===== src/rtl/switch_pkg.sv =====
// switch_pkg: switch-wide port count and address/port types
package switch_pkg;
    localparam int NUM_PORTS = 8;
    localparam int PORT_W = $clog2(NUM_PORTS);
    typedef logic [47:0] mac_addr_t;
    typedef logic [PORT_W-1:0] port_idx_t;
endpackage


===== src/rtl/address_table_victim_sel.sv =====
// address_table_victim_sel: picks the first free slot and the least-read slot of the table
module address_table_victim_sel #(
    parameter int DEPTH   = 16,
    parameter int COUNT_W = 8
) (
    input  logic [DEPTH-1:0]              i_valid,
    input  logic [DEPTH-1:0][COUNT_W-1:0] i_count,
    output logic [$clog2(DEPTH)-1:0]      o_free_idx,
    output logic                          o_full,
    output logic [$clog2(DEPTH)-1:0]      o_min_idx
);
    localparam int IDX_W = $clog2(DEPTH);
    logic [COUNT_W-1:0] w_min;
    assign o_full = &i_valid;
    // downward scan for the free slot and strict-less upward scan for the minimum both favour the lowest index
    always_comb begin
        o_free_idx = '0;
        o_min_idx  = '0;
        w_min      = i_count[0];
        for (int i = DEPTH - 1; i >= 0; i--)
            if (!i_valid[i]) o_free_idx = IDX_W'(i);
        for (int i = 1; i < DEPTH; i++)
            if (i_count[i] < w_min) begin
                w_min     = i_count[i];
                o_min_idx = IDX_W'(i);
            end
    end
endmodule


===== src/rtl/address_table.sv =====
// address_table: MAC learning table with least-frequently-read replacement; ADDRESS_TABLE_MCAST_FILTER_EN drops group-address learns
module address_table
    import switch_pkg::*;
#(
    parameter int TABLE_DEPTH = 16,
    parameter int COUNT_W     = 8
) (
    input  logic      clk,
    input  logic      rst,
    input  logic      learn_req_i,
    input  mac_addr_t learn_address_i,
    input  port_idx_t learn_port_i,
    input  logic      read_req_i,
    input  mac_addr_t read_address_i,
    output port_idx_t read_port_o,
    output logic      read_port_valid_o
);
    localparam int IDX_W = $clog2(TABLE_DEPTH);
    logic [TABLE_DEPTH-1:0]              r_valid;
    mac_addr_t                           r_addr [TABLE_DEPTH];
    port_idx_t                           r_port [TABLE_DEPTH];
    logic [TABLE_DEPTH-1:0][COUNT_W-1:0] r_count;
    logic [TABLE_DEPTH-1:0]              w_read_hit;
    logic [TABLE_DEPTH-1:0]              w_learn_hit;
    logic [IDX_W-1:0]                    w_read_idx;
    logic [IDX_W-1:0]                    w_learn_idx;
    logic [IDX_W-1:0]                    w_free_idx;
    logic [IDX_W-1:0]                    w_min_idx;
    logic [IDX_W-1:0]                    w_target;
    logic                                w_full;
    logic                                w_learn_en;
`ifdef ADDRESS_TABLE_MCAST_FILTER_EN
    assign w_learn_en = learn_req_i & ~learn_address_i[40];
`else
    assign w_learn_en = learn_req_i;
`endif
    // parallel match of both request addresses; stored addresses are unique so at most one hit each
    always_comb begin
        w_read_hit  = '0;
        w_learn_hit = '0;
        w_read_idx  = '0;
        w_learn_idx = '0;
        for (int i = 0; i < TABLE_DEPTH; i++) begin
            w_read_hit[i]  = r_valid[i] && r_addr[i] == read_address_i;
            w_learn_hit[i] = r_valid[i] && r_addr[i] == learn_address_i;
            if (w_read_hit[i]) w_read_idx = IDX_W'(i);
            if (w_learn_hit[i]) w_learn_idx = IDX_W'(i);
        end
    end
    address_table_victim_sel #(
        .DEPTH   (TABLE_DEPTH),
        .COUNT_W (COUNT_W)
    ) u_victim_sel (
        .i_valid    (r_valid),
        .i_count    (r_count),
        .o_free_idx (w_free_idx),
        .o_full     (w_full),
        .o_min_idx  (w_min_idx)
    );
    assign w_target = |w_learn_hit ? w_learn_idx : (w_full ? w_min_idx : w_free_idx);
    // lookup result registers and per-entry update; a learn into the read-hit entry suppresses its increment
    always_ff @(posedge clk or posedge rst) begin
        if (rst) begin
            r_valid           <= '0;
            r_count           <= '0;
            read_port_o       <= '0;
            read_port_valid_o <= 1'b0;
            for (int i = 0; i < TABLE_DEPTH; i++) begin
                r_addr[i] <= '0;
                r_port[i] <= '0;
            end
        end else begin
            if (read_req_i) begin
                read_port_valid_o <= |w_read_hit;
                read_port_o       <= |w_read_hit ? r_port[w_read_idx] : '0;
            end
            for (int i = 0; i < TABLE_DEPTH; i++) begin
                if (w_learn_en && w_target == IDX_W'(i)) begin
                    r_valid[i] <= 1'b1;
                    r_addr[i]  <= learn_address_i;
                    r_port[i]  <= learn_port_i;
                    if (!w_learn_hit[i]) r_count[i] <= '0;
                end else if (read_req_i && w_read_hit[i] && !(&r_count[i])) begin
                    r_count[i] <= r_count[i] + 1'b1;
                end
            end
        end
    end
endmodule


===== config.mk =====
export PLATFORM = sky130hd
export DESIGN_NAME = address_table
export DESIGN_NICKNAME = d
export VERILOG_FILES = /design/src/rtl/switch_pkg.sv /design/src/rtl/address_table_victim_sel.sv /design/src/rtl/address_table.sv
export SDC_FILE = /design/constraint.sdc
export NUM_CORES = 2
export LEC_CHECK = 0
export CAP_MARGIN = 20
export CELL_PAD_IN_SITES_DETAIL_PLACEMENT = 0
export CELL_PAD_IN_SITES_GLOBAL_PLACEMENT = 1
export CORE_ASPECT_RATIO = 0.5
export CORE_UTILIZATION = 45
export DETAILED_ROUTE_END_ITERATION = 12
export PLACE_DENSITY = 0.77
export SKIP_LAST_GASP = 1
export SLEW_MARGIN = 30
export SYNTH_ARGS = -nofsm -noshare
export SYNTH_HDL_FRONTEND = slang
export SYNTH_SLANG_ARGS = --single-unit

===== constraint.sdc =====
create_clock -name clk -period 78.6 [get_ports clk]
set_clock_uncertainty 0.05 [all_clocks]
set_input_delay 7.86 -clock clk [delete_from_list [all_inputs] [get_ports clk]]
set_output_delay 7.86 -clock clk [all_outputs]
set_load 0.005 [all_outputs]

==> metrics.md <==
| Metric | Value |
|---|---|
| # IOs | `107` |
| FF-to-FF path depth | `147` |
| Worst-path clk slew | `70 ps` |
| Setup-failing EPs final | `0` |
| Worst Tran Pin Value | `1220 ps` |
| CP Max Fanout | `83` |
| Slew headroom | `0.166` |
| Starting density of the core | `0.455` |
| Grt total ovfl | `0` |
| Post-synth cell types | `109` |
| Root buf cell | `clkbuf_16` |
| Seq/Total Area, Yosys | `0.371` |
| Syn avg cell area | `9.60 um2` |
| CTS Sinks | `964` |
| # H-tree levels | `3` |
| I/O Buffers | `106` |
| Detailed-route via count | `56363` |
| Area of the multi-input gates | `38200 um2` |
| Data arrival, critical path | `33570 ps` |
| Sequential cell area | `24100 um2` |
| Setup_tns | `0 ps` |
| Post-CTS repair timing setup buffer count | `0` |
| Synth top area cells | `dfrtp_1 37%, xor2_1 11%, mux2_2 9.1%, xnor2_1 8.2%, nand2_1 2.9%` |
| Num CTS Buffers | `97` |
| Global-route wire length before repair | `408000 um` |
| Vias in the first global route | `53048` |
| DRT antenna net count | `0` |
| Buf/Inv on CP | `14` |
| Vias per cell | `6.47` |
| Worst Setup Start Kind | `register` |
| Max-slew violation count | `0` |
| Initial antenna violation count | `26` |
| Maxcap violations | `0` |
| Adder-Cell Fraction of Synth Area | `0.0194` |
| Outcome | `complete, no violations` |
| Final period utilization | `0.420` |
| Xor/xnor cell area share of the yosys netlist | `0.188` |
| Mux contribution to synthesized area | `0.127` |
| Synthesized cell area | `65100 um2` |
| Largest family of logic cells by synthesized area | `XOR/XNOR gates` |
| Die outline width | `540 um` |
| Rows | `98` |
| Synth Register Bits | `964` |
| WL/cell | `33.4 um` |
| Synth Instances | `6784` |
| Leading area contributor after synthesis | `dfrtp_1` |
| GRT Util Overall | `0.392` |
| Async SR Flop Fraction | `1.00` |
| DRC | `0` |
| Number of synthesized flops with an enable pin | `0` |
| CTS hold repair buffers | `0` |
| Synth warnings | `0` |
| Synth-to-Final Area Change | `9.65%` |
| Max frequency | `30.3 MHz` |
| Unrepaired setup endpoints after global routing | `no` |
| DP HPWL | `194000 um` |
| Pin count of the biggest net entering global routing | `151` |
| Kind of critical path | `reg -> reg` |
| CP most frequent cell | `a21oi_1` |
| Clock Path Buffers | `3` |
| Die ar. | `146000 um2` |
| CP endpoint kind | `register` |
| Max stage delay on crit path | `800 ps` |
| Core area | `143000 um2` |
| Dominant synthesized flop cell | `dfrtp_1` |
| CP required | `79170 ps` |
| Post-CTS sizing | `0` |
| Crit-path leading delay family | `compound AO/OA/AOI/OAI gates` |
| Hold Path Class | `reg -> reg` |
| First-pass DRT Iterations | `8` |
| Layout cells sized above 1 | `0.161` |
| Hold path cells | `2` |
| Final hold vios | `0` |
| Max stage delay cell, worst path | `nor2_2` |
| Chip Height | `271 um` |
| Clk Latency, worst-skew pair | `760 ps` |
| CTS tree | `built` |
| Post-Synth Simple-Gate Area | `0.161` |
| Post-Syn Nets | `6984` |
| Final #Nets | `6926` |
| Stages on worst setup path | `147` |
| Crit path time final | `33000 ps` |
| Post-synthesis compound-gate area fraction | `0.0876` |
| Initial drt markers | `8183` |
| Final hold slack | `432 ps` |
| Total wire length | `291000 um` |
| Fillers | `13439` |
| GPL Wtd Cong | `1.04` |
| Synth top area share | `0.371` |
routing by layer:
layer,share of wire,GRT usage,vias up
met3,0.13,0.131,901
met2,0.40,0.546,3532
met5,0.00093,0.00195,-
met4,0.065,0.208,10
met1,0.41,0.532,28208
li1,-,-,23712
area by class of cell:
type | count | share of cell area
antenna | 8 | 0.000280
clock buffer | 139 | 0.0396
clock inverter | 41 | 0.00759
inverter | 298 | 0.0158
multi-input combinational | 5062 | 0.535
sequential | 964 | 0.338
tap | 1900 | 0.0333
timing repair buffer | 303 | 0.0306
registers in the layout, indices dropped and copies added, names as in the netlist:
register,count
r_port,48
read_port_valid_o,1
r_count,128
r_valid,16
r_addr,768
read_port_o,3
layout by cell type, fill, tap and decap left out, drive strengths merged, types with 52 or more instances in the layout:
master	n
dfrtp	964
xor2	787
mux2	661
xnor2	609
nand2	510
o21ai	321
inv	301
buf	292
nor4	281
nand4	247
nor2	247
nand3	173
a21oi	144
clkbuf	139
nor3	104
ha	97
mux2i	75
nand2b	67
o22ai	52
synth_stat cells (74+ instances only):
library cell / count
a21oi_1: 144
clkbuf_1: 311
dfrtp_1: 964
ha_1: 97
inv_1: 296
mux2_1: 134
mux2_2: 524
mux2i_1: 74
nand2_1: 510
nand3_1: 173
nand4_1: 247
nor2_1: 244
nor3_1: 104
nor4_1: 273
o21ai_0: 270
xnor2_1: 609
xor2_1: 787
kinds of logic after synthesis:
group,Yosys count
AND/OR/NAND/NOR,1954
flip-flops,964
multiplexers,738
AO/OA/AOI/OAI,872
buffers and inverters,758
adder cells (fa/ha/maj),102
XOR/XNOR,1396
worst min-delay path: stages (launching register included):
cell and delay, ps:
dfrtp_1 350, nand2_1 50, nand2_1 50
path summary, 6_finish.rpt:
kind	start	to	slack [ps]
max	r_count[7]$_DFFE_PP0P_	r_count[8]$_DFFE_PP0P_	45600
min	r_port[8]$_DFFE_PP0P_	r_port[8]$_DFFE_PP0P_	430
max reg2reg	r_count[7]$_DFFE_PP0P_	r_count[8]$_DFFE_PP0P_	45600
min reg2reg	r_port[8]$_DFFE_PP0P_	r_port[8]$_DFFE_PP0P_	430
max in group asynchronous	rst	r_addr[78]$_DFFE_PP0P_	68190
min in group asynchronous	rst	r_addr[757]$_DFFE_PP0P_	7560
per-stage QoR:
stage,area [um2],util,setup WS [ps],std cells
after floorplan,65100,-,43570,6784
after global placement,67800,0.473,45900,8523
after detailed placement,67800,0.474,45930,8523
after CTS,71200,0.497,45780,8703
after global routing,71400,0.498,42390,8708
final,71400,0.498,45600,8715
Power is left out: the tool's default activity adds up to more than one toggle a clock period on the data nets, which glitch-free logic cannot reach.
